## src/rtl/btn_pkg.sv

```systemverilog
// Shared constants and types for the push-button conditioner: channel indices,
// repeat FSM states and a counter-width helper.
package btn_pkg;

    localparam int BTN_LEFT  = 0;
    localparam int BTN_RIGHT = 1;
    localparam int BTN_THROW = 2;
    localparam int N_BTN     = 3;

    typedef enum logic [1:0] {
        REP_IDLE,
        REP_DELAY,
        REP_REPEAT
    } rep_state_t;

    // Width of a counter that must hold 0 .. n-1; never narrower than one bit.
    function automatic int cnt_width(input int n);
        return (n > 1) ? $clog2(n) : 1;
    endfunction

endpackage

```

## src/rtl/button_conditioner_if.sv

```systemverilog
// Button bundle between the raw pad inputs, the conditioner and the game core.
// The conditioner takes the master side; the consumer takes the slave side.
interface button_conditioner_if
    import btn_pkg::*;
#(
    parameter int N_BTN = btn_pkg::N_BTN
);

    logic [N_BTN-1:0] btn_raw;
    logic [N_BTN-1:0] btn_level;
    logic [N_BTN-1:0] btn_press;
    logic [N_BTN-1:0] btn_release;

    modport master (
        input  btn_raw,
        output btn_level,
        output btn_press,
        output btn_release
    );

    modport slave (
        output btn_raw,
        input  btn_level,
        input  btn_press,
        input  btn_release
    );

endinterface

```

## src/rtl/btn_debounce_cell.sv

```systemverilog
// One button channel: 2-flop synchronizer, debounce counter, accepted level and
// registered one-cycle press/release pulses.
module btn_debounce_cell
    import btn_pkg::*;
#(
    parameter int DEBOUNCE_CYCLES = 500000
) (
    input  logic CLK,
    input  logic RST_N,
    input  logic raw,
    output logic level,
    output logic press_pulse,
    output logic release_pulse
);

    localparam int            CW       = cnt_width(DEBOUNCE_CYCLES);
    localparam logic [CW-1:0] CNT_LAST = CW'(DEBOUNCE_CYCLES - 1);

    logic [1:0]    sync;
    logic          s;
    logic [CW-1:0] cnt;

    assign s = sync[1];

    // NOTE: non-blocking assignments make every flop here sample pre-edge values.
    always_ff @(posedge CLK or negedge RST_N) begin
        if (!RST_N) begin
            sync          <= '0;
            cnt           <= '0;
            level         <= 1'b0;
            press_pulse   <= 1'b0;
            release_pulse <= 1'b0;
        end else begin
            sync          <= {sync[0], raw};
            press_pulse   <= 1'b0;
            release_pulse <= 1'b0;
            if (s == level) begin
                cnt <= '0;
            end else if (cnt == CNT_LAST) begin
                level         <= s;
                cnt           <= '0;
                press_pulse   <= s;
                release_pulse <= ~s;
            end else begin
                cnt <= cnt + 1'b1;
            end
        end
    end

endmodule

```

## src/rtl/button_conditioner.sv

```systemverilog
// Push-button conditioner: per-channel debounce cells plus an optional
// auto-repeat FSM per channel, built only when AUTOREPEAT_EN is defined.
module button_conditioner
    import btn_pkg::*;
#(
    parameter int               N_BTN           = btn_pkg::N_BTN,
    parameter int               DEBOUNCE_CYCLES = 500000,
    parameter int               REPEAT_DELAY    = 25000000,
    parameter int               REPEAT_RATE     = 5000000,
    parameter logic [N_BTN-1:0] REPEAT_MASK     = 3'b011
) (
    input logic                  CLK,
    input logic                  RST_N,
    button_conditioner_if.master bus
);

    if (DEBOUNCE_CYCLES < 2 || REPEAT_DELAY < 1 || REPEAT_RATE < 1 ||
        $bits(REPEAT_MASK) != N_BTN) begin : g_bad_params
        $error("button_conditioner: illegal parameter set");
    end

    logic [N_BTN-1:0] level;
    logic [N_BTN-1:0] cell_press;

    for (genvar i = 0; i < N_BTN; i++) begin : g_cell
        btn_debounce_cell #(
            .DEBOUNCE_CYCLES(DEBOUNCE_CYCLES)
        ) u_cell (
            .CLK          (CLK),
            .RST_N        (RST_N),
            .raw          (bus.btn_raw[i]),
            .level        (level[i]),
            .press_pulse  (cell_press[i]),
            .release_pulse(bus.btn_release[i])
        );
    end

    assign bus.btn_level = level;

`ifdef AUTOREPEAT_EN
    localparam int RCW = cnt_width((REPEAT_DELAY > REPEAT_RATE) ? REPEAT_DELAY : REPEAT_RATE);
    localparam logic [RCW-1:0] DELAY_LAST = RCW'(REPEAT_DELAY - 1);
    localparam logic [RCW-1:0] RATE_LAST  = RCW'(REPEAT_RATE - 1);

    logic [N_BTN-1:0] rep_fire;

    for (genvar i = 0; i < N_BTN; i++) begin : g_rep
        if (REPEAT_MASK[i]) begin : g_on
            rep_state_t     state, state_next;
            logic [RCW-1:0] cnt, cnt_next;
            logic           fire;

            always_ff @(posedge CLK or negedge RST_N) begin
                if (!RST_N) begin
                    state <= REP_IDLE;
                    cnt   <= '0;
                end else begin
                    state <= state_next;
                    cnt   <= cnt_next;
                end
            end

            // NOTE: defaults come first so no path through the case infers a latch.
            always_comb begin
                state_next = state;
                cnt_next   = cnt;
                fire       = 1'b0;
                case (state)
                    REP_IDLE: begin
                        if (cell_press[i]) begin
                            state_next = REP_DELAY;
                            cnt_next   = '0;
                        end
                    end
                    REP_DELAY: begin
                        if (cnt == DELAY_LAST) begin
                            fire       = 1'b1;
                            cnt_next   = '0;
                            state_next = REP_REPEAT;
                        end else begin
                            cnt_next = cnt + 1'b1;
                        end
                    end
                    REP_REPEAT: begin
                        if (cnt == RATE_LAST) begin
                            fire     = 1'b1;
                            cnt_next = '0;
                        end else begin
                            cnt_next = cnt + 1'b1;
                        end
                    end
                    default: state_next = REP_IDLE;
                endcase
                // A released level aborts repeating and suppresses a coincident repeat.
                if (!level[i]) begin
                    state_next = REP_IDLE;
                    cnt_next   = '0;
                    fire       = 1'b0;
                end
            end

            assign rep_fire[i] = fire;
        end else begin : g_off
            assign rep_fire[i] = 1'b0;
        end
    end

    assign bus.btn_press = cell_press | rep_fire;
`else
    assign bus.btn_press = cell_press;
`endif

endmodule

```

## src/flat_wrapper.sv

```systemverilog
// flat-port wrapper written by rule: the top's interface ports become plain ports
module button_conditioner_flat import btn_pkg::*;
#(
    parameter int               N_BTN           = btn_pkg::N_BTN,
    parameter int               DEBOUNCE_CYCLES = 500000,
    parameter int               REPEAT_DELAY    = 25000000,
    parameter int               REPEAT_RATE     = 5000000,
    parameter logic [N_BTN-1:0] REPEAT_MASK     = 3'b011
)
  (CLK, RST_N, bus_btn_raw, bus_btn_level, bus_btn_press, bus_btn_release);
  button_conditioner_if #(.N_BTN(N_BTN)) bus_i ();
  input logic CLK;
  input logic RST_N;
  input wire logic [$bits(bus_i.btn_raw)-1:0] bus_btn_raw;
  output wire logic [$bits(bus_i.btn_level)-1:0] bus_btn_level;
  output wire logic [$bits(bus_i.btn_press)-1:0] bus_btn_press;
  output wire logic [$bits(bus_i.btn_release)-1:0] bus_btn_release;
  assign bus_i.btn_raw = bus_btn_raw;
  assign bus_btn_level = bus_i.btn_level;
  assign bus_btn_press = bus_i.btn_press;
  assign bus_btn_release = bus_i.btn_release;
  button_conditioner #(.N_BTN(N_BTN), .DEBOUNCE_CYCLES(DEBOUNCE_CYCLES), .REPEAT_DELAY(REPEAT_DELAY), .REPEAT_RATE(REPEAT_RATE), .REPEAT_MASK(REPEAT_MASK)) u_core (.CLK(CLK), .RST_N(RST_N), .bus(bus_i));
endmodule
```

## config.mk

```make
export PLATFORM = sky130hd
export DESIGN_NAME = button_conditioner_flat
export DESIGN_NICKNAME = d
export VERILOG_FILES = /design/src/rtl/btn_pkg.sv /design/src/rtl/button_conditioner_if.sv /design/src/rtl/btn_debounce_cell.sv /design/src/rtl/button_conditioner.sv /design/src/flat_wrapper.sv
export SDC_FILE = /design/constraint.sdc
export NUM_CORES = 1
export LEC_CHECK = 0
export CORE_MARGIN = 3
export CORE_UTILIZATION = 47
export DETAILED_ROUTE_END_ITERATION = 8
export SYNTH_ARGS = -nofsm -noshare
export SYNTH_HDL_FRONTEND = slang
export SYNTH_HIERARCHICAL = 1
export SYNTH_SLANG_ARGS = --single-unit
```

## constraint.sdc

```tcl
create_clock -name CLK -period 5.1 [get_ports CLK]
set_input_delay 1.02 -clock CLK [delete_from_list [all_inputs] [get_ports CLK]]
set_output_delay 1.02 -clock CLK [all_outputs]
set_load 0.01 [all_outputs]
```

==> flow_summary.json <==
{
  "first_pass_iters": 4,
  "setup_tns_ns": 0,
  "via_count": 2426,
  "pin_count": 14,
  "grt-ovfl-total": 0,
  "ctsResizeCount": 0,
  "place_congestion": 0.778,
  "synth_fp_nets": 344,
  "cts-hold-fix-buffers": 0,
  "required_ns": 4.08,
  "seq_area_frac_synth": 0.522,
  "worstMarginPinSlew_ns": 0.883,
  "yosysUniqueCellTypes": 28,
  "initial_utilization": 0.497,
  "utilization": 0.549,
  "drt_iter0_markers": 95,
  "ys_ff_latch": 72,
  "power.density_nw_per_um2": 262,
  "layout.nets": 359,
  "die_area_um2": 8410,
  "vdd_drop_max_v": 0.000149,
  "ys_warn_count": 6,
  "final-hold-violation-count": 0,
  "yosys.area.top_type": "dfrtp_1",
  "synthCells": 336,
  "drive_above_1_share": 0.0847,
  "antenna_found_initial": 0,
  "drv_cap": 0,
  "avgSynthCellArea_um2": 10.3,
  "antenna_cells": 0,
  "arrival_ns": 1.30,
  "finalWirelength_um": 6150,
  "setup_viol": 0,
  "finClkSkew_ns": 0.00712,
  "routedWlPerCell_um": 13.7,
  "antenna_left": 0,
  "crit_type": "reg2out",
  "ys_top_cells_by_area": "dfrtp_1 (52%), xnor2_1 (9.1%), nor2_1 (5.9%)",
  "final.setup.worst_slack_ns": 2.78,
  "dpl.cell_count": 436,
  "cp_cell_sequence": "clkdlybuf4s50_1",
  "cp_slowest_cell": "clkdlybuf4s50_1",
  "dieHeight_um": 91.7,
  "port_buffers": 13,
  "yosys-top-cells-count": "dfrtp_1 (72), nor2_1 (54), xnor2_1 (36)",
  "synth_top_area_share": 0.522,
  "cts_buffer_depth": 2,
  "hp-class": "reg2reg",
  "cts_tree": "built",
  "rsz0062_at_grt": "false",
  "period_minus_slack_ns": 2.32,
  "htreeDepth": 3,
  "finalCritPeriodShare": 0.456,
  "grt_max_degree": 73,
  "relSlewSlack": 0.411,
  "viasPerCell": 5.39,
  "dp_slack_ns": 3.04,
  "route.detailed.drc": 0,
  "clkTransAtPathRegs_ns": 0.07,
  "fmax_mhz": 430,
  "cts.sinks": 72,
  "row_count": 30,
  "hpwl_um": 4070,
  "worstSetupStartpointType": "register",
  "final_cells": 450,
  "power.leakage_uw": 0.00145,
  "path_max_fanout": 5,
  "synth-edff-count": 0,
  "ys.flop_type": "dfrtp_1",
  "endpoint_kind": "primary output",
  "post_cts_buffers": 0,
  "postSynth.asyncResetShare": 1.00,
  "critical_path.top_delay_family": "buffers and inverters",
  "syn_area_um2": 3450,
  "grt_use_total": 0.163,
  "path_buf_inv": 1,
  "drv_slew": 0,
  "synth.most_common_cell": "dfrtp_1",
  "grt_pass1_wl_um": 11000,
  "dieWidth_um": 91.7,
  "grt_pass1_vias": 2335,
  "area_growth_syn_to_layout_pct": 10.4,
  "run_status": "finished clean",
  "insertion_delay_ns": 0.34,
  "cts-root-buf": "clkbuf_8",
  "slowest_delay_ns": 0.56,
  "cts_made_buffers": 9,
  "core_um2": 6940
}
## cell type report
| class | instances | area [µm²] |
|---|---|---|
| clock buffer | 13 | 149 |
| clock inverter | 1 | 5.00 |
| fill | 638 | 3130 |
| inverter | 9 | 33.8 |
| multi-input combinational | 246 | 1580 |
| sequential | 72 | 1800 |
| tap | 96 | 120 |
| timing repair buffer | 13 | 128 |
## metrics by stage
step / total power, µW / hold WS (ns) / instance area [µm²]
6_report: 1000 / 0.351 / 3810
5_1_grt: 1050 / 0.361 / 3810
4_1_cts: 1020 / 0.353 / 3810
3_5_place_dp: 635 / 0.337 / 3660
3_3_place_gp: 635 / 0.334 / 3660
2_1_floorplan: 616 / 0.331 / 3450
## layer usage
metal,up-vias,global-route usage,part of all wire
li1,1215,-,-
met1,1177,0.226,0.50
met2,27,0.243,0.44
met3,7,0.0410,0.037
met4,0,0.0681,0.015
met5,-,0,0
## layout by cell type, fill, tap and decap left out, types with 6 or more instances in the layout
cell type / count
clkbuf_8: 10
clkdlybuf4s50_1: 12
dfrtp_1: 72
inv_1: 9
nand2_1: 21
nand3_1: 18
nand4_1: 27
nor2_1: 54
nor3_1: 18
nor3b_1: 6
nor4_1: 9
nor4b_1: 6
xnor2_1: 36
xor2_1: 12
## worst reg2reg max path: stages (launching register included)
cell	delay (ns)
dfrtp_1	0.46
nor4b_1	0.44
nand2_1	0.16
o31ai_4	0.70
nor2_1	0.12
## cells by family (layout without fill, tap and decap cells)
logic type	count (synthesis)	after routing	synth area share
buffers and inverters	18	36	0.0217
AO/OA/AOI/OAI	15	15	0.0424
adder cells (fa/ha/maj)	3	3	0.0109
multiplexers	3	3	0.00978
XOR/XNOR	48	48	0.122
flip-flops	72	72	0.522
AND/OR/NAND/NOR	177	177	0.272
## sequential cells by signal, indices dropped and copies added, names as in the netlist
name and flops:
u_core/g_cell.u_cell/press_pulse 3, u_core/g_cell.u_cell/release_pulse 3, u_core/g_cell.u_cell/cnt 57, u_core/g_cell.u_cell/level 3
u_core/g_cell.u_cell/sync 6
## power by group
group	internal [µW]	switching (µW)	total (µW)
registers	579	9.83	589
logic	10.2	23.5	33.7
clock network	184	194	378
total	774	227	1000
## path summary, 6_finish.rpt
| check | from | endpoint | slack (ns) | cells past startpoint |
|---|---|---|---|---|
| worst max-delay path | u_core/g_cell[1].u_cell/level | bus_btn_level[1] | 2.78 | 1 |
| worst min-delay path | u_core/g_cell[2].u_cell/sync[0] | u_core/g_cell[2].u_cell/sync[1] | 0.35 | 0 |
| worst max register to register | u_core/g_cell[2].u_cell/cnt[5] | u_core/g_cell[2].u_cell/cnt[14] | 3.07 | 4 |
| worst min register to register | u_core/g_cell[2].u_cell/sync[0] | u_core/g_cell[2].u_cell/sync[1] | 0.35 | 0 |
| max in group asynchronous | RST_N | u_core/g_cell[0].u_cell/cnt[16] | 3.72 | 1 |
| min in group asynchronous | RST_N | u_core/g_cell[2].u_cell/cnt[7] | 0.77 | 1 |
Power figures use the tool's default switching activity.
